`config.mk`:
```
export PLATFORM = sky130hd
export DESIGN_NAME = rf_access_arbiter
export DESIGN_NICKNAME = d
export VERILOG_FILES = /design/src/rtl/rf_access_arbiter_pkg.sv /design/src/rtl/rf_access_arbiter_rr.sv /design/src/rtl/rf_access_arbiter.sv
export SDC_FILE = /design/constraint.sdc
export NUM_CORES = 1
export LEC_CHECK = 0
export CORE_UTILIZATION = 40
export CTS_BUF_LIST = sky130_fd_sc_hd__clkbuf_8
export CTS_CLUSTER_DIAMETER = 200
export CTS_CLUSTER_SIZE = 14
export DETAILED_ROUTE_END_ITERATION = 8
export PLACE_DENSITY = 0.83
export SLEW_MARGIN = 20
export SYNTH_ARGS = -nofsm -noshare
export SYNTH_HDL_FRONTEND = slang
export SYNTH_SLANG_ARGS = --single-unit
```
`constraint.sdc`:
```
create_clock -name CLK -period 5.2 [get_ports CLK]
set_input_delay 1.56 -clock CLK [delete_from_list [all_inputs] [get_ports CLK]]
set_output_delay 1.56 -clock CLK [all_outputs]
set_load 0.03 [all_outputs]
```
`src/rtl/rf_access_arbiter_pkg.sv`:
```
// Shared state encoding, default widths and client indices for rf_access_arbiter.
package rf_access_arbiter_pkg;

    localparam int DATA_WIDTH_DEF = 32;
    localparam int ADDR_WIDTH_DEF = 5;

    localparam logic CLIENT_CU  = 1'b0;
    localparam logic CLIENT_DBG = 1'b1;

    typedef enum logic [1:0] {
        ST_IDLE  = 2'b00,
        ST_ISSUE = 2'b01,
        ST_RESP  = 2'b10
    } state_e;

    function automatic logic [1:0] client_onehot(input logic idx);
        return (idx == CLIENT_DBG) ? 2'b10 : 2'b01;
    endfunction

endpackage

```
`src/rtl/rf_access_arbiter_rr.sv`:
```
// Two-way round-robin pick: a lone requester wins, a tie goes to the client named by pri_i.
module rr_arbiter_2
    import rf_access_arbiter_pkg::*;
(
    input  logic [1:0] req_i,
    input  logic       pri_i,
    output logic [1:0] gnt_o
);

    always_comb begin
        gnt_o = req_i;
        if (&req_i) begin
            gnt_o = (pri_i == CLIENT_CU) ? 2'b01 : 2'b10;
        end
    end

endmodule

```
`src/rtl/rf_access_arbiter.sv`:
```
// Two-client register-file access sequencer: IDLE -> ISSUE -> RESP per operation.
// Optional build macro RF_ZERO_PROTECT_EN suppresses writes to register 0.
module rf_access_arbiter
    import rf_access_arbiter_pkg::*;
#(
    parameter int DATA_WIDTH = DATA_WIDTH_DEF,
    parameter int ADDR_WIDTH = ADDR_WIDTH_DEF
)(
    input  logic                  CLK,
    input  logic                  RST,
    input  logic [1:0]            REQ,
    input  logic [1:0]            WE,
    input  logic [ADDR_WIDTH-1:0] ADDR_R1_0,
    input  logic [ADDR_WIDTH-1:0] ADDR_R1_1,
    input  logic [ADDR_WIDTH-1:0] ADDR_R2_0,
    input  logic [ADDR_WIDTH-1:0] ADDR_R2_1,
    input  logic [ADDR_WIDTH-1:0] ADDR_W_0,
    input  logic [ADDR_WIDTH-1:0] ADDR_W_1,
    input  logic [DATA_WIDTH-1:0] DATA_W_0,
    input  logic [DATA_WIDTH-1:0] DATA_W_1,
    output logic [1:0]            GNT,
    output logic [1:0]            DONE,
    output logic [DATA_WIDTH-1:0] RDATA1,
    output logic [DATA_WIDTH-1:0] RDATA2,
    output logic                  RF_READ,
    output logic                  RF_WRITE,
    output logic [ADDR_WIDTH-1:0] RF_ADDR_R1,
    output logic [ADDR_WIDTH-1:0] RF_ADDR_R2,
    output logic [ADDR_WIDTH-1:0] RF_ADDR_W,
    output logic [DATA_WIDTH-1:0] RF_DATA_W,
    input  logic [DATA_WIDTH-1:0] RF_DATA_R1,
    input  logic [DATA_WIDTH-1:0] RF_DATA_R2
);

    state_e                state_q, state_d;
    logic                  pri_q, pri_d;
    logic                  win_q, win_d;
    logic                  we_q, we_d;
    logic [ADDR_WIDTH-1:0] addr_r1_q, addr_r1_d;
    logic [ADDR_WIDTH-1:0] addr_r2_q, addr_r2_d;
    logic [ADDR_WIDTH-1:0] addr_w_q, addr_w_d;
    logic [DATA_WIDTH-1:0] data_w_q, data_w_d;
    logic [DATA_WIDTH-1:0] rdata1_q, rdata1_d;
    logic [DATA_WIDTH-1:0] rdata2_q, rdata2_d;
    logic [1:0]            arb_gnt;
    logic                  sel;
    logic                  wr_allow;

    rr_arbiter_2 u_rr (
        .req_i (REQ),
        .pri_i (pri_q),
        .gnt_o (arb_gnt)
    );

    assign sel = arb_gnt[1];

`ifdef RF_ZERO_PROTECT_EN
    assign wr_allow = |addr_w_q;
`else
    assign wr_allow = 1'b1;
`endif

    always_comb begin
        state_d   = state_q;
        pri_d     = pri_q;
        win_d     = win_q;
        we_d      = we_q;
        addr_r1_d = addr_r1_q;
        addr_r2_d = addr_r2_q;
        addr_w_d  = addr_w_q;
        data_w_d  = data_w_q;
        rdata1_d  = rdata1_q;
        rdata2_d  = rdata2_q;
        case (state_q)
            ST_IDLE: begin
                if (|arb_gnt) begin
                    state_d   = ST_ISSUE;
                    win_d     = sel;
                    pri_d     = ~sel;
                    we_d      = WE[sel];
                    addr_r1_d = sel ? ADDR_R1_1 : ADDR_R1_0;
                    addr_r2_d = sel ? ADDR_R2_1 : ADDR_R2_0;
                    addr_w_d  = sel ? ADDR_W_1  : ADDR_W_0;
                    data_w_d  = sel ? DATA_W_1  : DATA_W_0;
                end
            end
            ST_ISSUE: begin
                state_d = ST_RESP;
                // Read data is only valid while the pins are driven in ISSUE.
                if (!we_q) begin
                    rdata1_d = RF_DATA_R1;
                    rdata2_d = RF_DATA_R2;
                end
            end
            ST_RESP: state_d = ST_IDLE;
            default: state_d = ST_IDLE;
        endcase
    end

    always_ff @(posedge CLK or posedge RST) begin
        if (RST) begin
            state_q   <= ST_IDLE;
            pri_q     <= CLIENT_CU;
            win_q     <= CLIENT_CU;
            we_q      <= 1'b0;
            addr_r1_q <= '0;
            addr_r2_q <= '0;
            addr_w_q  <= '0;
            data_w_q  <= '0;
            rdata1_q  <= '0;
            rdata2_q  <= '0;
        end else begin
            state_q   <= state_d;
            pri_q     <= pri_d;
            win_q     <= win_d;
            we_q      <= we_d;
            addr_r1_q <= addr_r1_d;
            addr_r2_q <= addr_r2_d;
            addr_w_q  <= addr_w_d;
            data_w_q  <= data_w_d;
            rdata1_q  <= rdata1_d;
            rdata2_q  <= rdata2_d;
        end
    end

    // Strobes decode straight from the state register so a reset kills them at once.
    assign GNT        = (state_q == ST_ISSUE) ? client_onehot(win_q) : 2'b00;
    assign DONE       = (state_q == ST_RESP)  ? client_onehot(win_q) : 2'b00;
    assign RF_READ    = (state_q == ST_ISSUE) && !we_q;
    assign RF_WRITE   = (state_q == ST_ISSUE) && we_q && wr_allow;
    assign RF_ADDR_R1 = addr_r1_q;
    assign RF_ADDR_R2 = addr_r2_q;
    assign RF_ADDR_W  = addr_w_q;
    assign RF_DATA_W  = data_w_q;
    assign RDATA1     = rdata1_q;
    assign RDATA2     = rdata2_q;

endmodule

```
# Yosys cells after proc, flatten, opt, wreduce, memory -nomap -nowiden
# Cells that the tools add are included.
# totals
ff_bits	116
inputBits	164
output_inout_bits	117
wordCells	37
# op_classes
order_cmp	1
n_eq_ne	3
muxes	13
bitwise_logic	2
reduce_logical	8
# ops
op	n
two-way mux 32 bit	1
two-way mux 5 bit	3
two-way mux 2 bit	6
AND reduction 2 bit	3
case mux 2 bit (2 select lines)	1
equality test 2 x 1 -> 1 bit, second input constant	1
equality test 2 bit, second input constant	1
logical AND 1 bit	2
logical NOT 2 bit	1
< comparator 1 x 2 -> 1 bit, second input constant	1
two-way mux 1 bit	2
!= test 2 bit, second input constant	1
inverter 1 bit	2
OR reduction 2 bit	1
logical NOT 1 bit	1

# Logic depth before layout (Yosys ltp)
# Gate-level depths: netlist of run 1.
# logic_depth
depth_word	5
mapped_depth	8
mapped_depth_nobuf	3

# Cells and area by module
# A second synthesis of run 1 with hierarchy kept.
# unflattened
cells_unflattened	311
area_unflattened_um2	5231.3
# modules_own_cells
module	n_inst	cells_each	area_each_um2	seq_area_each_um2
rf_access_arbiter	1	308	5212.5	2902.8
rr_arbiter_2	1	3	18.8	0.0

# Worst setup path after synthesis of run 1
# OpenSTA, ideal clock, no wires.
# synth_path
path_type	input -> register
startpoint	input port REQ[1]
endpoint	register data_w_q[10], in the netlist RF_DATA_W[10]
setup_time_ns	0.081
arrival_ns	2.623
required_time_ns	5.119
path_slack_ns	2.495
path_stages	8
path_cell_list	buf_6 -> or2_0 -> clkbuf_1 -> and2_1 -> clkbuf_1 -> buf_6 -> buf_6 -> a31oi_2
# synth_via
elab_chain_cells	4
elab_cells_between_ends	5
# synth_lines
element	line_no	rtl
start: declaration	rf_access_arbiter.sv:11	input logic [1:0] REQ,
AND reduction 2 bit	rf_access_arbiter_rr.sv:12	if (&req_i) begin
two-way mux 2 bit *	rf_access_arbiter_rr.sv:12	
OR reduction 2 bit	rf_access_arbiter.sv:76	if (|arb_gnt) begin
AND reduction 2 bit (no source line)	--	
end signal: assignment	rf_access_arbiter.sv:120	data_w_q <= data_w_d;
end: declaration	rf_access_arbiter.sv:42	logic [DATA_WIDTH-1:0] data_w_q, data_w_d;
# Every way passes the cells marked *; elsewhere a longest branch is shown, timed or not.
# A chain may end at the register's enable or synchronous reset.

# Worst setup path after layout of run 1
# layout_path
startpoint	register state_q[1]
endpoint	output port GNT[1]
# layout_via
elab_chain_cells	2
# layout_lines
element	line_no	rtl
start: declaration	rf_access_arbiter.sv:35	state_e state_q, state_d;
start signal: assignment	rf_access_arbiter.sv:113	state_q <= state_d;
equality test 2 x 1 -> 1 bit	rf_access_arbiter.sv:127	assign GNT = (state_q == ST_ISSUE) ? client_onehot(win_q) : 2'b00;
two-way mux 2 bit	rf_access_arbiter.sv:127	
end: declaration	rf_access_arbiter.sv:21	output logic [1:0] GNT,
# Every way passes these cells.

==> flow_metrics.py, run 1 <==
metrics = {
    "clocking": {
        "h-tree-depth": 4,
        "cts_tree": "done",
        "cts_root_buffer": "clkbuf_8",
        "hold_buffers": 0,
        "clock-sinks": 116,
        "cts_resized": 0,
        "postCtsSetupRepairBufs": 0,
        "path_clk_slew_ps": 70,
        "clock_path_buffers": 2,
        "clk_latency_ps": 420,
        "cts-buffers-inserted": 17,
    },
    "detailed_routing": {
        "vias": 4661,
        "drtAntennaViolNets": 0,
        "vias_per_cell": 5.31,
        "route.detailed.drc": 0,
        "wl_per_cell_um": 18.7,
        "dr.pass1.iters": 8,
        "drt_iter0_drc": 325,
        "routed_wirelength_mm": 16.4,
    },
    "global_routing": {
        "antenna_found_initial": 0,
        "overflow": 0,
        "grt.total_usage_pct": 24.9,
        "grt_max_degree": 71,
        "grt_pass1_vias": 4747,
        "grt_first_pass_wirelength_mm": 24.8,
    },
    "power": {
        "internal_power_mw": 3.26,
        "p_switching_mw": 2.41,
        "pwr-share-clk_pct": 16.2,
        "p_leak_nw": 3.26,
        "pwr-share-comb_pct": 54.7,
        "p_seq_share_pct": 29.2,
        "netSwitchingFraction_pct": 42.5,
        "ir_drop_uv": 306,
        "powerDensity_nw_per_um2": 679,
    },
    "die": {
        "dieWidth_um": 114,
        "rows": 40,
        "start_util_pct": 41.5,
        "die_h_um": 114,
        "ios": 281,
        "core_um2": 12100,
        "dieArea_um2": 13000,
    },
    "hold_path": {
        "hold_class": "register to register",
        "worstHoldStart": "RDATA2[14]$_DFFE_PP0P_",
    },
    "run": {
        "drv_cap": 0,
    },
    "critical_path": {
        "crit_fanout": 4,
        "crit_required_ps": 3640,
        "slowest_stage": "clkdlybuf4s50_1",
        "rr_endpoint": "RF_DATA_W[9]$_DFFE_PP0P_",
        "cp.depth": 4,
        "slowest_delay_ps": 700,
        "crit_path_end_kind": "output port",
        "path_cells": "nand2b_1, inv_1, and2_1, clkdlybuf4s50_1",
        "crit_family": "buffers and inverters",
        "critical_path_class": "register to output port",
        "cp.arrival_ps": 2010,
        "ff2ff_setup_slack_ps": 2890,
        "r2r_start": "state_q[0]$_DFFE_PP0P_",
        "start_kind": "register",
        "cp.buffers_inverters": 2,
        "startpoint": "state_q[1]$_DFFE_PP0P_",
        "reg2reg_depth": 4,
        "crit_path_end": "GNT[1]",
    },
    "sta": {
        "tightest_slew_ps": 1050,
        "final_max_slew_viol_count": 0,
        "skew_ps": 10.0,
        "setup_violations": 0,
        "max_freq_ghz": 0.280,
        "maxSlewHeadroom_pct": 30.2,
        "hold_violations": 0,
        "fin_crit_ps": 3570,
        "setup_tns_ps": 0,
        "rsz0062_at_grt": "no",
        "finalCritPeriodShare_pct": 68.7,
    },
    "finish": {
        "antennaDiodeCount": 0,
        "area_growth_pct": 66.0,
        "fin_area_um2": 8340,
        "layout-drive-gt1-share_pct": 16.9,
        "final.fill_count": 907,
        "fin_nets": 860,
    },
    "synthesis": {
        "synth-main-ff-cell": "dfrtp_1",
        "yosys-top-cells-area": "dfrtp_1 58%, mux2_2 14%, a21oi_1 4.9%",
        "synthCells": 436,
        "synth-seq-cells": 116,
        "ys_warn_count": 0,
        "yosys-top-cells-count": "116 x dfrtp_1, 64 x mux2_2, 49 x a21oi_1, 48 x nand3_1, 45 x o21ai_0",
        "seq_area_frac_synth_pct": 57.8,
        "synth.distinct_cells": 24,
        "synth_edf_count": 0,
        "synth_top_cell_by_area": "dfrtp_1",
        "netlist_area_um2": 5030,
        "avgSynthCellArea_um2": 11.5,
        "synth_fp_nets": 600,
        "post-synth-top-count-cell": "dfrtp_1",
        "synth_top_area_share_pct": 57.8,
        "synthArstFlopShare_pct": 100,
    },
    "place": {
        "hpwl_mm": 11.5,
        "post_dp_cell_area_um2": 7880,
        "place_congestion": 0.759,
        "io_buffers": 280,
    },
    "outcome": {
        "status": "completed",
    },
}
stage by stage:
| stage | instances | hold WS [ps] | total power, mW | setup slack [ps] | util (%) |
|---|---|---|---|---|---|
| floorplan | 436 | 456 | 3.44 | 568 | - |
| global route | 877 | 522 | 5.95 | 1530 | 68.9 |
| global placement | 844 | 488 | 4.64 | 1530 | 65.1 |
| finish | 877 | 507 | 5.67 | 1630 | 68.9 |
| detailed placement | 844 | 495 | 4.73 | 1690 | 65.1 |
| CTS | 876 | 511 | 5.67 | 1600 | 68.7 |
layout by cell type, fill, tap and decap left out, drive strengths merged, types with 2 or more instances in the layout:
master / count
and2: 3
a31oi: 49
inv: 8
bufinv: 4
clkdlybuf4s50: 279
dfrtp: 116
clkinv: 3
clkinvlp: 3
buf: 7
a21oi: 49
o21ai: 48
nor2: 3
nand3: 48
mux2: 64
nand2b: 2
clkbuf: 17
sequential cells by signal, summed over array words and instances, names as in the netlist:
register    count
RF_ADDR_W       5
win_q           1
RF_DATA_W      32
we_q            1
RDATA2         32
state_q         2
RF_ADDR_R2      5
RDATA1         32
pri_q           1
RF_ADDR_R1      5
how the worst min path moves through the flow:
stage,to,slack [ps],cells after the start
6_report,RDATA2[14]$_DFFE_PP0P_,510,1
5_1_grt,RDATA2[14]$_DFFE_PP0P_,520,1
4_1_cts,RDATA2[19]$_DFFE_PP0P_,510,1
3_5_place_dp,RDATA1[25]$_DFFE_PP0P_,490,1
3_3_place_gp,RDATA1[5]$_DFFE_PP0P_,490,1
2_1_floorplan,pri_q$_DFFE_PP0P_,460,1
routing by layer:
layer  global-route usage [%]  routed length, um  up-vias
met3                     7.68               1310       28
li1                         -                  -     2117
met5                        0                  0        -
met1                     28.3               6270     2254
met4                     7.97                353        0
met2                     44.6               8490      262
power groups by stage:
stage | combinational, mW | clock [mW] | sequential (mW)
global placement | 3.02 | 0 | 1.63
finish | 3.10 | 0.917 | 1.65
global route | 3.26 | 0.984 | 1.71
floorplan | 0.947 | 0 | 2.49
CTS | 3.09 | 0.933 | 1.65
detailed placement | 3.08 | 0 | 1.65
cells by family (layout without fill, tap and decap cells):
logic type	count (synthesis)	after routing	share of synthesized area [%]
buffers and inverters	48	321	4.41
AND/OR/NAND/NOR	61	61	6.30
flip-flops	116	116	57.8
multiplexers	64	64	14.3
AO/OA/AOI/OAI	147	147	17.2
final cells by class:
cell class              instances  area, um2  share of cell area (%)
clock inverters                15        204                    2.44
repair buffers                286       2860                    34.2
well taps                     168        210                    2.52
inverters                       3       13.8                   0.165
flip-flops and latches        116       2900                    34.8
multi-input cells             272       1920                    23.0
clock buffers                  17        234                    2.80
Power figures use the tool's default switching activity.
==> inputs of run 2 (changes only) <==
==> constraint.sdc (replaced) <==
create_clock -name CLK -period 3.5 [get_ports CLK]
set_input_delay 1.05 -clock CLK [delete_from_list [all_inputs] [get_ports CLK]]
set_output_delay 1.05 -clock CLK [all_outputs]
set_load 0.03 [all_outputs]
==> flow_metrics.py, run 2 (same netlist as run 1, synthesis figures left out) <==
metrics = {
    "outcome": {
        "status": "completed",
    },
    "critical_path": {
        "crit_fanout": 4,
        "crit_path_end": "GNT[1]",
        "reg2reg_depth": 4,
        "rr_endpoint": "RDATA2[31]$_DFFE_PP0P_",
        "cp.arrival_ps": 1990,
        "r2r_start": "state_q[1]$_DFFE_PP0P_",
        "startpoint": "state_q[1]$_DFFE_PP0P_",
        "crit_required_ps": 2450,
        "start_kind": "register",
        "crit_path_end_kind": "output port",
        "critical_path_class": "register to output port",
        "ff2ff_setup_slack_ps": 1540,
    },
    "finish": {
        "fin_nets": 863,
        "final.fill_count": 936,
        "layout-drive-gt1-share_pct": 17.1,
        "antennaDiodeCount": 0,
        "post-route-util_pct": 69.4,
        "final_cell_mix": "279 x clkdlybuf4s50_1, 116 x dfrtp_1, 64 x mux2_2",
        "layout_commonest_cell": "clkdlybuf4s50_1",
        "fin_area_um2": 8410,
        "area_growth_pct": 67.3,
    },
    "clocking": {
        "cts_root_buffer": "clkbuf_8",
        "hold_buffers": 0,
        "clock_path_buffers": 2,
        "cts-buffers-inserted": 17,
        "clk_latency_ps": 410,
        "cts_tree": "done",
        "postCtsSetupRepairBufs": 0,
        "clock-sinks": 116,
        "cts_resized": 0,
        "h-tree-depth": 4,
        "path_clk_slew_ps": 70,
    },
    "detailed_routing": {
        "vias_per_cell": 5.23,
        "drt_iter0_drc": 340,
        "routed_wirelength_mm": 15.9,
        "vias": 4602,
        "route.detailed.drc": 0,
        "drtAntennaViolNets": 0,
        "wl_per_cell_um": 18.1,
        "dr.pass1.iters": 4,
    },
    "global_routing": {
        "overflow": 0,
        "grt.total_usage_pct": 24.1,
        "antenna_found_initial": 0,
        "grt_first_pass_wirelength_mm": 23.9,
        "grt_pass1_vias": 4492,
        "grt_max_degree": 65,
    },
    "die": {
        "core_um2": 12100,
        "rows": 40,
        "start_util_pct": 41.5,
        "dieArea_um2": 13000,
        "die_h_um": 114,
        "ios": 281,
        "dieWidth_um": 114,
    },
    "sta": {
        "setup_tns_ps": 0,
        "max_freq_ghz": 0.329,
        "tightest_slew_ps": 1020,
        "hold_violations": 0,
        "setup_violations": 0,
        "finalCritPeriodShare_pct": 86.9,
        "skew_ps": 9.55,
        "fin_crit_ps": 3040,
        "maxSlewHeadroom_pct": 32.1,
        "final_max_slew_viol_count": 0,
        "rsz0062_at_grt": "no",
    },
    "place": {
        "place_congestion": 0.782,
        "post_dp_cell_area_um2": 7940,
        "hpwl_mm": 11.2,
        "io_buffers": 280,
    },
    "run": {
        "drv_cap": 0,
    },
    "power": {
        "powerDensity_nw_per_um2": 1000,
        "ir_drop_uv": 543,
        "p_leak_nw": 3.30,
    },
    "hold_path": {
        "hold_class": "register to register",
    },
}
## run 2: cell types whose count changed in the layout (fill, tap and decap cells not counted), moves of 2 or more
cell / before / now
buf_4: 5 / 7
clkbuf_8: 17 / 19
inv_6: 4 / 0
clkinv_4: 2 / 4
## run 2: where the power goes
group          switching, mW  internal, mW  leakage, nW
sequential             0.390          2.04         1.34
combinational           2.58          2.00         1.72
clock                  0.538         0.886        0.237
total                   3.51          4.93         3.30
## run 2: worst min path at each step
stage,startpoint,to,cells past startpoint
2_1_floorplan,pri_q$_DFFE_PP0P_,pri_q$_DFFE_PP0P_,1
3_3_place_gp,pri_q$_DFFE_PP0P_,pri_q$_DFFE_PP0P_,1
3_5_place_dp,RDATA1[1]$_DFFE_PP0P_,RDATA1[1]$_DFFE_PP0P_,1
4_1_cts,RDATA1[1]$_DFFE_PP0P_,RDATA1[1]$_DFFE_PP0P_,1
5_1_grt,RDATA1[15]$_DFFE_PP0P_,RDATA1[15]$_DFFE_PP0P_,1
6_report,RDATA1[1]$_DFFE_PP0P_,RDATA1[1]$_DFFE_PP0P_,1
## run 2: layer usage
metal | vias up | part of all wire (%) | global-route usage [%]
met1 | 2218 | 39 | 27.5
met3 | 27 | 8.2 | 7.89
met4 | 0 | 1.9 | 8.14
li1 | 2130 | - | -
met2 | 227 | 51 | 42.3
met5 | - | 0 | 0
## run 2: layout make-up
class / count / area [um2] / share of cell area [%]
multi-input cells: 272 / 1920 / 22.8
flip-flops and latches: 116 / 2900 / 34.5
clock buffers: 19 / 262 / 3.11
repair buffers: 289 / 2890 / 34.4
inverters: 3 / 15.0 / 0.179
well taps: 168 / 210 / 2.50
clock inverters: 13 / 206 / 2.46
## run 2: stage by stage
step                total power, mW  std cells  setup slack (ps)  hold WS [ps]
global route                   8.84        880               334           516
detailed placement             7.03        848               523           494
finish                         8.44        880               457           508
CTS                            8.49        880               424           510
global placement               6.91        848               632           483
floorplan                      5.11        436              1040           456
## run 2: worst max-delay path, cell delays in order (launching register included)
cell	delay (ps)
dfrtp_1	420
nand2b_1	220
inv_1	120
and2_1	130
clkdlybuf4s50_1	700
